$ cat config.mk
export PLATFORM = sky130hd
export DESIGN_NAME = adma_as_tx_sched_flat
export DESIGN_NICKNAME = d
export VERILOG_FILES = /design/src/rtl/adma_as_tx_sched_if.sv /design/src/rtl/adma_as_tx_sched.sv /design/src/flat_wrapper.sv
export SDC_FILE = /design/constraint.sdc
export NUM_CORES = 1
export LEC_CHECK = 0
export BUFFER_PORTS_ARGS = -buffer_cell sky130_fd_sc_hd__buf_2
export CELL_PAD_IN_SITES_DETAIL_PLACEMENT = 1
export CELL_PAD_IN_SITES_GLOBAL_PLACEMENT = 1
export CORE_ASPECT_RATIO = 1.75
export CORE_MARGIN = 1.5
export CORE_UTILIZATION = 39
export CTS_CLUSTER_DIAMETER = 40
export CTS_CLUSTER_SIZE = 20
export DETAILED_ROUTE_END_ITERATION = 12
export PLACE_DENSITY_LB_ADDON = 0.1
export SLEW_MARGIN = 20
export SYNTH_ARGS = -nofsm -noshare
export SYNTH_HDL_FRONTEND = slang
export SYNTH_SLANG_ARGS = --single-unit
$ cat constraint.sdc
create_clock -name clk -period 2.8 [get_ports clk]
set_input_delay 0.42 -clock clk [delete_from_list [all_inputs] [get_ports clk]]
set_output_delay 0.42 -clock clk [all_outputs]
set_load 0.03 [all_outputs]
$ cat src/rtl/adma_as_tx_sched_if.sv
// Channel request/done and ATX issue/status signals between the TX scheduler and its neighbours.
interface adma_as_tx_sched_if #(
  parameter int unsigned CH_NUM       = 4,
  parameter int unsigned DMA_LENGTH_W = 16
);
  localparam int unsigned CH_ID_W = $clog2(CH_NUM);

  logic [CH_NUM-1:0]              ch_req_vld;
  logic [CH_NUM*DMA_LENGTH_W-1:0] ch_req_num_atx;
  logic [CH_NUM-1:0]              ch_req_rdy;
  logic [CH_NUM-1:0]              ch_done;
  logic                           atx_vld;
  logic                           atx_rdy;
  logic                           atx_last;
  logic [CH_ID_W-1:0]             atx_ch_id;
  logic                           atx_start;
  logic                           atx_done;
  logic                           tx_done;
  logic                           err;

  modport master (
    input  ch_req_vld, ch_req_num_atx, atx_rdy, atx_done, tx_done,
    output ch_req_rdy, ch_done, atx_vld, atx_last, atx_ch_id, atx_start, err
  );

  modport slave (
    output ch_req_vld, ch_req_num_atx, atx_rdy, atx_done, tx_done,
    input  ch_req_rdy, ch_done, atx_vld, atx_last, atx_ch_id, atx_start, err
  );
endinterface

$ cat src/rtl/adma_as_tx_sched.sv
// Round-robin TX scheduler: splits granted TXs into ATXs, caps outstanding ATXs,
// and routes tx_done back to the originating channel through an in-order ID queue.
module adma_as_tx_sched #(
  parameter int unsigned CH_NUM       = 4,
  parameter int unsigned DMA_LENGTH_W = 16,
  parameter int unsigned ATX_NUM_OSTD = 4
) (
  input logic                 clk,
  input logic                 rst_n,
  adma_as_tx_sched_if.master  bus
);
  localparam int unsigned CH_ID_W = $clog2(CH_NUM);
  localparam int unsigned OSTD_W  = $clog2(ATX_NUM_OSTD + 1);
  localparam int unsigned QPTR_W  = (ATX_NUM_OSTD > 1) ? $clog2(ATX_NUM_OSTD) : 1;

  typedef enum logic {IDLE, ISSUE} state_e;

  state_e                  state_q, state_d;
  logic [DMA_LENGTH_W-1:0] rem_q, rem_d, req_num;
  logic [CH_ID_W-1:0]      cur_id_q, cur_id_d, rr_q, rr_d, gnt_id, head_id;
  logic                    gnt_found, grant, pop;
  logic                    atx_vld_c, atx_last_c, atx_start_c;
  logic [OSTD_W-1:0]       ostd_q;
  logic                    err_q;

  logic [CH_ID_W-1:0]      id_mem [ATX_NUM_OSTD];
  logic [QPTR_W-1:0]       wr_ptr_q, rd_ptr_q;
  logic [OSTD_W-1:0]       q_cnt_q;
  logic                    q_full, q_empty;

  assign q_full  = (q_cnt_q == OSTD_W'(ATX_NUM_OSTD));
  assign q_empty = (q_cnt_q == '0);
  assign head_id = id_mem[rd_ptr_q];
  assign pop     = bus.tx_done & ~q_empty;

  // First requesting channel at or after rr_q, wrapping upward
  always_comb begin
    int unsigned idx;
    gnt_found = 1'b0;
    gnt_id    = '0;
    idx       = 0;
    for (int unsigned i = 0; i < CH_NUM; i++) begin
      idx = (32'(rr_q) + i) % CH_NUM;
      if (!gnt_found && bus.ch_req_vld[CH_ID_W'(idx)]) begin
        gnt_found = 1'b1;
        gnt_id    = CH_ID_W'(idx);
      end
    end
  end

  assign req_num = bus.ch_req_num_atx[32'(gnt_id)*DMA_LENGTH_W +: DMA_LENGTH_W];

  always_ff @(posedge clk or negedge rst_n) begin
    if (!rst_n) begin
      state_q  <= IDLE;
      rem_q    <= '0;
      cur_id_q <= '0;
      rr_q     <= '0;
    end else begin
      state_q  <= state_d;
      rem_q    <= rem_d;
      cur_id_q <= cur_id_d;
      rr_q     <= rr_d;
    end
  end

  // Grant in IDLE; issue ATXs of one TX at a time in ISSUE
  always_comb begin
    state_d    = state_q;
    rem_d      = rem_q;
    cur_id_d   = cur_id_q;
    rr_d       = rr_q;
    grant      = 1'b0;
    atx_vld_c  = 1'b0;
    atx_last_c = 1'b0;
    case (state_q)
      IDLE: begin
        // A full queue may still accept a grant when tx_done frees a slot in the same cycle
        if (rst_n && gnt_found && (!q_full || pop)) begin
          grant    = 1'b1;
          rem_d    = (req_num == '0) ? DMA_LENGTH_W'(1) : req_num;
          cur_id_d = gnt_id;
          state_d  = ISSUE;
        end
      end
      ISSUE: begin
        atx_vld_c  = (32'(ostd_q) < ATX_NUM_OSTD);
        atx_last_c = (rem_q == DMA_LENGTH_W'(1));
        if (atx_vld_c && bus.atx_rdy) begin
          rem_d = rem_q - DMA_LENGTH_W'(1);
          if (atx_last_c) begin
            state_d = IDLE;
            rr_d    = (cur_id_q == CH_ID_W'(CH_NUM - 1)) ? '0 : cur_id_q + CH_ID_W'(1);
          end
        end
      end
      default: state_d = IDLE;
    endcase
  end

  assign atx_start_c = atx_vld_c & bus.atx_rdy;

  // Outstanding ATX counter and sticky protocol error
  always_ff @(posedge clk or negedge rst_n) begin
    if (!rst_n) begin
      ostd_q <= '0;
      err_q  <= 1'b0;
    end else begin
      if (atx_start_c && !bus.atx_done) begin
        ostd_q <= ostd_q + OSTD_W'(1);
      end else if (!atx_start_c && bus.atx_done) begin
        if (ostd_q == '0) err_q  <= 1'b1;
        else              ostd_q <= ostd_q - OSTD_W'(1);
      end
      if (bus.tx_done && q_empty) err_q <= 1'b1;
    end
  end

  // In-order channel-ID queue: push on grant, pop on tx_done
  always_ff @(posedge clk or negedge rst_n) begin
    if (!rst_n) begin
      wr_ptr_q <= '0;
      rd_ptr_q <= '0;
      q_cnt_q  <= '0;
      for (int unsigned i = 0; i < ATX_NUM_OSTD; i++) id_mem[i] <= '0;
    end else begin
      if (grant) begin
        id_mem[wr_ptr_q] <= gnt_id;
        wr_ptr_q <= (wr_ptr_q == QPTR_W'(ATX_NUM_OSTD - 1)) ? '0 : wr_ptr_q + QPTR_W'(1);
      end
      if (pop) begin
        rd_ptr_q <= (rd_ptr_q == QPTR_W'(ATX_NUM_OSTD - 1)) ? '0 : rd_ptr_q + QPTR_W'(1);
      end
      if (grant && !pop)      q_cnt_q <= q_cnt_q + OSTD_W'(1);
      else if (!grant && pop) q_cnt_q <= q_cnt_q - OSTD_W'(1);
    end
  end

  always_comb begin
    bus.ch_req_rdy = '0;
    bus.ch_done    = '0;
    for (int unsigned i = 0; i < CH_NUM; i++) begin
      bus.ch_req_rdy[i] = grant && (gnt_id == CH_ID_W'(i));
      bus.ch_done[i]    = pop && (head_id == CH_ID_W'(i));
    end
  end

  assign bus.atx_vld   = atx_vld_c;
  assign bus.atx_last  = atx_last_c;
  assign bus.atx_ch_id = cur_id_q;
  assign bus.atx_start = atx_start_c;
  assign bus.err       = err_q;

endmodule

$ cat src/flat_wrapper.sv
// flat-port wrapper written by rule: the top's interface ports become plain ports
module adma_as_tx_sched_flat 
#(
  parameter int unsigned CH_NUM       = 4,
  parameter int unsigned DMA_LENGTH_W = 16,
  parameter int unsigned ATX_NUM_OSTD = 4
)
  (clk, rst_n, bus_ch_req_vld, bus_ch_req_num_atx, bus_atx_rdy, bus_atx_done, bus_tx_done, bus_ch_req_rdy, bus_ch_done, bus_atx_vld, bus_atx_last, bus_atx_ch_id, bus_atx_start, bus_err);
  adma_as_tx_sched_if #(.CH_NUM(CH_NUM), .DMA_LENGTH_W(DMA_LENGTH_W)) bus_i ();
  input logic clk;
  input logic rst_n;
  input wire logic [$bits(bus_i.ch_req_vld)-1:0] bus_ch_req_vld;
  input wire logic [$bits(bus_i.ch_req_num_atx)-1:0] bus_ch_req_num_atx;
  input wire logic [$bits(bus_i.atx_rdy)-1:0] bus_atx_rdy;
  input wire logic [$bits(bus_i.atx_done)-1:0] bus_atx_done;
  input wire logic [$bits(bus_i.tx_done)-1:0] bus_tx_done;
  output wire logic [$bits(bus_i.ch_req_rdy)-1:0] bus_ch_req_rdy;
  output wire logic [$bits(bus_i.ch_done)-1:0] bus_ch_done;
  output wire logic [$bits(bus_i.atx_vld)-1:0] bus_atx_vld;
  output wire logic [$bits(bus_i.atx_last)-1:0] bus_atx_last;
  output wire logic [$bits(bus_i.atx_ch_id)-1:0] bus_atx_ch_id;
  output wire logic [$bits(bus_i.atx_start)-1:0] bus_atx_start;
  output wire logic [$bits(bus_i.err)-1:0] bus_err;
  assign bus_i.ch_req_vld = bus_ch_req_vld;
  assign bus_i.ch_req_num_atx = bus_ch_req_num_atx;
  assign bus_i.atx_rdy = bus_atx_rdy;
  assign bus_i.atx_done = bus_atx_done;
  assign bus_i.tx_done = bus_tx_done;
  assign bus_ch_req_rdy = bus_i.ch_req_rdy;
  assign bus_ch_done = bus_i.ch_done;
  assign bus_atx_vld = bus_i.atx_vld;
  assign bus_atx_last = bus_i.atx_last;
  assign bus_atx_ch_id = bus_i.atx_ch_id;
  assign bus_atx_start = bus_i.atx_start;
  assign bus_err = bus_i.err;
  adma_as_tx_sched #(.CH_NUM(CH_NUM), .DMA_LENGTH_W(DMA_LENGTH_W), .ATX_NUM_OSTD(ATX_NUM_OSTD)) u_core (.clk(clk), .rst_n(rst_n), .bus(bus_i));
endmodule
==> flow_metrics.py, run 1 <==
metrics = {
    "floorplan": {
        "fp.dieW_um": 68.12,
        "design.core.area_um2": 7182,
        "pin_count": 87,
        "die_area_um2": 7966,
        "initial_core_util": 0.4030,
        "dieHeight_um": 117.0,
        "placementRows": 41,
    },
    "logic_synthesis": {
        "syn_area_per_cell_um2": 9.744,
        "async_flop_share": 1.000,
        "syn_nets": 383,
        "synth_edf_count": 0,
        "ys_seq_area_frac": 0.3459,
        "synthFlopType": "dfrtp_1",
        "synth_area_um2": 2894,
        "synth_top_area_share": 0.3459,
        "synth_most_common_cell": "dfrtp_1",
        "yosysUniqueCellTypes": 42,
        "yosys-top-cells-count": "40 x dfrtp_1, 35 x mux2i_1, 28 x mux2_2, 28 x nor2_1, 23 x nand2_1",
        "syn_inst": 297,
        "yosys_warnings": 0,
        "synthTopCellsByArea": "dfrtp_1 35%, mux2i_1 12%, mux2_2 11%, ha_1 4.8%, nor2_1 3.6%",
        "synth_seq_cells": 40,
        "yosys.area.top_type": "dfrtp_1",
    },
    "detailed_routing": {
        "dr.pass1.iters": 4,
        "drcViolationCount": 0,
        "vias": 2725,
        "wl_um": 8223,
        "ant_nets": 0,
        "post_drt_wl_per_cell_um": 17.10,
        "dr.first_iter.drc_count": 95,
        "vias_per_cell": 5.665,
    },
    "pwr": {
        "p_int_mw": 1.411,
        "p_sw_mw": 0.7725,
        "p_per_area_nw_per_um2": 585.7,
        "clkPwrFrac": 0.272,
        "total_power_mw": 2.184,
        "seqPwrFrac": 0.380,
        "p_leak_nw": 1.789,
        "swShare": 0.3537,
        "vdd_drop_max_mv": 0.4705,
        "pwr-share-comb": 0.348,
    },
    "run_status": {
        "run_status": "complete, no violations",
    },
    "clock_tree": {
        "path_clk_slew_ns": 0.06,
        "tritoncts": "done",
        "numCtsBuffers": 5,
        "cts_max_level": 2,
        "clockRootBuffer": "clkbuf_16",
        "clk_latency_ns": 0.29,
        "clock-sinks": 40,
        "cts.path.max_buffers": 2,
    },
    "final_layout": {
        "fillers": 870,
        "instances_no_fill": 481,
        "seqCellArea_um2": 1002,
        "drive_above_1_share": 0.3772,
        "antenna_cells": 0,
        "final_core_util": 0.5192,
        "nNetsFinal": 480,
        "multiInputGateArea_um2": 1812,
        "synthToLayoutAreaGrowth_pct": 28.84,
    },
    "global_route": {
        "grt_use_total": 0.2151,
        "grt_max_degree": 41,
        "met3_usage": 0.03537,
        "grt-ovfl-total": 0,
        "top_usage_layer": "met2",
        "grt_pass1_vias": 2841,
        "met1_usage": 0.2209,
        "grt_pass1_wl_um": 12910,
        "antenna_found_initial": 0,
        "grt_use_met2": 0.4149,
    },
    "timing": {
        "finalSetupViolations": 0,
        "final_hold_viol_count": 0,
        "post-route-period-util": 0.9677,
        "tightest_slew_ns": 0.5462,
        "fmax_mhz": 369.1,
        "skew_ns": 0.006080,
        "relSlewSlack": 0.6359,
        "slew_viol_final": 0,
        "min_period_ns": 2.709,
    },
    "setup_path": {
        "startpoint": "u_core.rem_q[8]$_DFFE_PN0P_",
        "crit-reg2reg-launch": "u_core.rr_q[1]$_DFFE_PN0P_",
        "worstPathArrival_ns": 2.29,
        "crit_type": "reg2out",
        "worst_r2r_path_depth": 10,
        "endpoint_kind": "output port",
        "cp.required_ns": 2.38,
        "cp_max_fo": 6,
        "cp-start-kind": "flip-flop",
    },
    "placement": {
        "placed_cells": 467,
        "hpwl_um": 6125,
        "port_buffers": 86,
        "place.gp.congestion": 0.7730,
    },
    "run": {
        "max_cap_violations": 0,
    },
    "min_path": {
        "holdCritPathClass": "in2async",
    },
}
-- logic make-up (layout without fill, tap and decap cells) --
| family | Yosys count | after routing | synth area share |
|---|---|---|---|
| AOI/OAI and AO/OA | 60 | 60 | 0.1492 |
| muxes | 65 | 65 | 0.2456 |
| adders and majority gates | 13 | 13 | 0.06139 |
| DFF | 40 | 40 | 0.3459 |
| and+or+nand+nor | 88 | 88 | 0.1466 |
| buffers and inverters | 28 | 126 | 0.04237 |
| xor gates and xnor gates | 3 | 3 | 0.009081 |
-- path summary, 6_finish.rpt --
check,endpoint,slack [ns]
worst max-delay path,bus_atx_last,0.09
worst min-delay path,u_core.ostd_q[2]$_DFFE_PN0P_,0.22
worst max register to register,u_core.rem_q[0]$_DFFE_PN0P_,0.14
worst min register to register,u_core.bus.err$_DFFE_PN0P_,0.48
max in group asynchronous,u_core.rr_q[1]$_DFFE_PN0P_,2.18
min in group clk,u_core.bus.err$_DFFE_PN0P_,0.41
-- final cells by class --
class	instances	area share
clock buffer	6	0.03725
clock inverter	2	0.004027
inverter	14	0.01409
multi-input combinational	229	0.4859
sequential	40	0.2688
tap	86	0.02886
timing repair buffer	104	0.1611
-- cell usage in the layout (no fill, tap or decap), types with 8 or more instances in the layout --
cell,count
buf_2,85
dfrtp_1,39
mux2i_1,34
nor2_1,28
mux2_2,27
nand2_1,23
o21ai_0,18
buf_4,17
inv_1,14
ha_1,11
nor3_1,10
a221o_1,9
a21oi_1,8
-- layer usage --
layer / wire length (um) / up-vias
li1: - / 1294
met1: 3060 / 1346
met2: 4565 / 73
met3: 423 / 12
met4: 174 / 0
met5: 0 / -
-- power groups by stage --
stage          Combinational, mW  Clock, mW  Sequential (mW)
2_1_floorplan              0.536          0            0.808
3_3_place_gp               0.728          0            0.835
3_5_place_dp               0.757          0            0.842
4_1_cts                    0.774      0.611            0.832
5_1_grt                    0.860      0.632            0.854
6_report                   0.760      0.594            0.829
-- worst max-delay path: stages, from the launching register on --
cell and delay, ns:
dfrtp_1 0.41, or3_4 0.42, or4_4 0.48, nor4_4 0.21, nand4_1 0.18, nor2_1 0.13, buf_4 0.17
-- state kept, by name, summed over array words and instances, names as in the netlist --
| name | count |
|---|---|
| u_core.rr_q | 2 |
| u_core.rd_ptr_q | 2 |
| u_core.id_mem | 8 |
| u_core.bus.err | 1 |
| u_core.ostd_q | 3 |
| u_core.wr_ptr_q | 2 |
| u_core.state_q | 1 |
| u_core.rem_q | 16 |
| u_core.bus.atx_ch_id | 2 |
| u_core.q_cnt_q | 3 |
-- timing repair --
action	4_1_cts	5_1_grt
endpoints found under the setup margin	2	2
cloned	1	0
pin swaps	3	2
gates resized for setup	3	5
buffers inserted	5	0
hold buffers	0	0
-- stage by stage --
step | setup TNS [ns] | instance area (um2) | hold WS (ns) | worst slack (ns)
after global routing | -0.001305 | 3729 | 0.2716 | -0.001305
after global placement | 0 | 3476 | 0.4721 | 0.1253
after detailed placement | -0.009324 | 3476 | 0.4620 | -0.009324
final | 0 | 3729 | 0.2212 | 0.09054
after CTS | -0.008515 | 3716 | 0.2463 | -0.008515
after floorplan | 0 | 2894 | 0.1244 | 0.004950
No activity file was read; power rests on OpenSTA's default activity.
==> run 2, diff against run 1 <==
--- a/config.mk
+++ b/config.mk
@@ -6,10 +6,10 @@
 export NUM_CORES = 1
 export LEC_CHECK = 0
 export BUFFER_PORTS_ARGS = -buffer_cell sky130_fd_sc_hd__buf_2
-export CELL_PAD_IN_SITES_DETAIL_PLACEMENT = 1
+export CELL_PAD_IN_SITES_DETAIL_PLACEMENT = 0
 export CELL_PAD_IN_SITES_GLOBAL_PLACEMENT = 1
 export CORE_ASPECT_RATIO = 1.75
-export CORE_MARGIN = 1.5
+export CORE_MARGIN = 2
 export CORE_UTILIZATION = 39
 export CTS_CLUSTER_DIAMETER = 40
 export CTS_CLUSTER_SIZE = 20
==> flow_metrics.py, run 2 (same netlist as run 1, synthesis figures left out) <==
metrics = {
    "run_status": {
        "run_status": "complete, no violations",
    },
    "floorplan": {
        "design.core.area_um2": 7182,
        "placementRows": 41,
        "dieHeight_um": 118.0,
        "initial_core_util": 0.4030,
        "pin_count": 87,
        "fp.dieW_um": 69.12,
        "die_area_um2": 8152,
    },
    "placement": {
        "port_buffers": 86,
        "place.gp.congestion": 0.7959,
        "placed_cells": 469,
        "place_ws_ns": 0.07877,
        "hpwl_um": 5614,
    },
    "detailed_routing": {
        "wl_um": 7469,
        "ant_nets": 0,
        "post_drt_wl_per_cell_um": 15.59,
        "dr.pass1.iters": 4,
        "vias_per_cell": 5.574,
        "dr.first_iter.drc_count": 86,
        "vias": 2670,
        "drcViolationCount": 0,
    },
    "min_path": {
        "holdCritPathClass": "in2async",
    },
    "clock_tree": {
        "clk_latency_ns": 0.29,
        "clock-sinks": 40,
        "numCtsBuffers": 5,
        "cts_max_level": 2,
        "cts.path.max_buffers": 2,
        "tritoncts": "done",
        "path_clk_slew_ns": 0.07,
        "clockRootBuffer": "clkbuf_16",
    },
    "pwr": {
        "vdd_drop_max_mv": 0.5822,
        "pwr-share-comb": 0.344,
        "p_leak_nw": 1.772,
        "p_sw_mw": 0.7633,
        "seqPwrFrac": 0.385,
        "swShare": 0.3567,
        "clkPwrFrac": 0.271,
        "p_per_area_nw_per_um2": 581.3,
        "p_int_mw": 1.376,
    },
    "setup_path": {
        "cpPeakStageDelay_ns": 0.49,
        "cp_cell_sequence": "or3_4 > or4_4 > nor4_4 > buf_4 > nand4_1 > nor2_1 > buf_4",
        "endpoint_kind": "output port",
        "cpMaxStageDelayCell": "or4_4",
        "cp.required_ns": 2.38,
        "worstPathArrival_ns": 2.34,
        "cp-start-kind": "flip-flop",
        "cp_max_fo": 6,
        "cpMostUsedCell": "buf_4",
        "crit_type": "reg2out",
        "cp_top_family": "simple AND/OR/NAND/NOR gates",
        "path_buf_inv": 2,
    },
    "timing": {
        "skew_ns": 0.007472,
        "final_hold_viol_count": 0,
        "finalSetupTns_ns": 0,
        "tightest_slew_ns": 0.5374,
        "finalSetupViolations": 0,
        "layout_setup_ws_ns": 0.04219,
        "slew_viol_final": 0,
        "relSlewSlack": 0.6417,
        "min_period_ns": 2.758,
        "rsz0062_at_grt": "yes",
        "fmax_mhz": 362.6,
        "hold_ws_ns": 0.2085,
        "post-route-period-util": 0.9849,
    },
    "final_layout": {
        "antenna_cells": 0,
        "synthToLayoutAreaGrowth_pct": 27.19,
        "drive_above_1_share": 0.3715,
        "regMostFlops": "u_core.rem_q",
        "instances_no_fill": 479,
        "final_common_cell": "buf_2",
        "fillers": 691,
        "multiInputGateArea_um2": 1795,
        "largest_register_ff_count": 16,
        "seqCellArea_um2": 1002,
        "top_regs": "u_core.rem_q: 16 flops, u_core.id_mem: 8 flops",
        "final_core_util": 0.5125,
        "nNetsFinal": 478,
        "mostFrequentLayoutCells": "85 x buf_2, 39 x dfrtp_1, 35 x mux2i_1, 28 x nor2_1, 28 x mux2_2",
    },
    "run": {
        "max_cap_violations": 0,
    },
    "global_route": {
        "grt-ovfl-total": 0,
        "grt_pass1_vias": 2718,
        "grt_use_total": 0.1884,
        "grt_pass1_wl_um": 12500,
        "grt_max_degree": 41,
        "antenna_found_initial": 0,
    },
}
run 2: cell count changes in the layout (fill, tap and decap cells not counted), sizes merged:
cell,change
buf,-3
clkinv,+1
run 2: final cells by class:
class,count,share of cell area
multi-input combinational,229,0.4878
sequential,40,0.2723
timing repair buffer,102,0.1560
clock buffer,5,0.03399
tap,86,0.02923
inverter,14,0.01428
clock inverter,3,0.006458
run 2: power by group through the flow:
stage	Combinational (mW)	Clock, mW	Sequential (mW)
2_1_floorplan	0.536	0	0.808
3_3_place_gp	0.732	0	0.835
3_5_place_dp	0.742	0	0.836
4_1_cts	0.747	0.599	0.826
5_1_grt	0.835	0.627	0.846
6_report	0.736	0.581	0.823
run 2: final timing paths:
| check | start | cells past startpoint | to | slack [ns] |
|---|---|---|---|---|
| max | u_core.rem_q[8]$_DFFE_PN0P_ | 7 | bus_atx_last | 0.04 |
| min | rst_n | 2 | u_core.rem_q[2]$_DFFE_PN0P_ | 0.21 |
| max reg2reg | u_core.rr_q[1]$_DFFE_PN0P_ | 10 | u_core.rem_q[0]$_DFFE_PN0P_ | 0.22 |
| min reg2reg | u_core.bus.err$_DFFE_PN0P_ | 1 | u_core.bus.err$_DFFE_PN0P_ | 0.48 |
| max in group asynchronous | rst_n | 2 | u_core.rr_q[1]$_DFFE_PN0P_ | 2.19 |
| min in group clk | bus_tx_done | 2 | u_core.bus.err$_DFFE_PN0P_ | 0.42 |
run 2: repair_timing:
action | CTS | global route
cloned | 0 | 1
buffers inserted | 0 | 1
gates resized for setup | 3 | 2
pin swaps | 0 | 1
endpoints found under the setup margin | 1 | 2
hold buffers | 0 | 0
run 2: metrics by stage:
stage | area, um2 | total power [mW]
2_1_floorplan | 2894 | 1.344
3_3_place_gp | 3491 | 1.567
3_5_place_dp | 3491 | 1.579
4_1_cts | 3656 | 2.171
5_1_grt | 3681 | 2.308
6_report | 3681 | 2.140
run 2: layer usage:
layer | share of wire | vias up | global-route usage | wire length (um)
met2 | 0.53 | 107 | 0.3558 | 3960
li1 | - | 1290 | - | -
met4 | 0.027 | 0 | 0.06618 | 201
met3 | 0.069 | 11 | 0.04024 | 519
met5 | 0 | - | 0 | 0
met1 | 0.37 | 1262 | 0.2009 | 2787
run 2: worst register-to-register path, delay by kind of cell (launching register included):
family | cells | cell delay, ns
mux | 2 | 0.40
compound gates | 3 | 0.58
flops | 1 | 0.43
simple gates | 3 | 0.68
buf+inv | 2 | 0.43
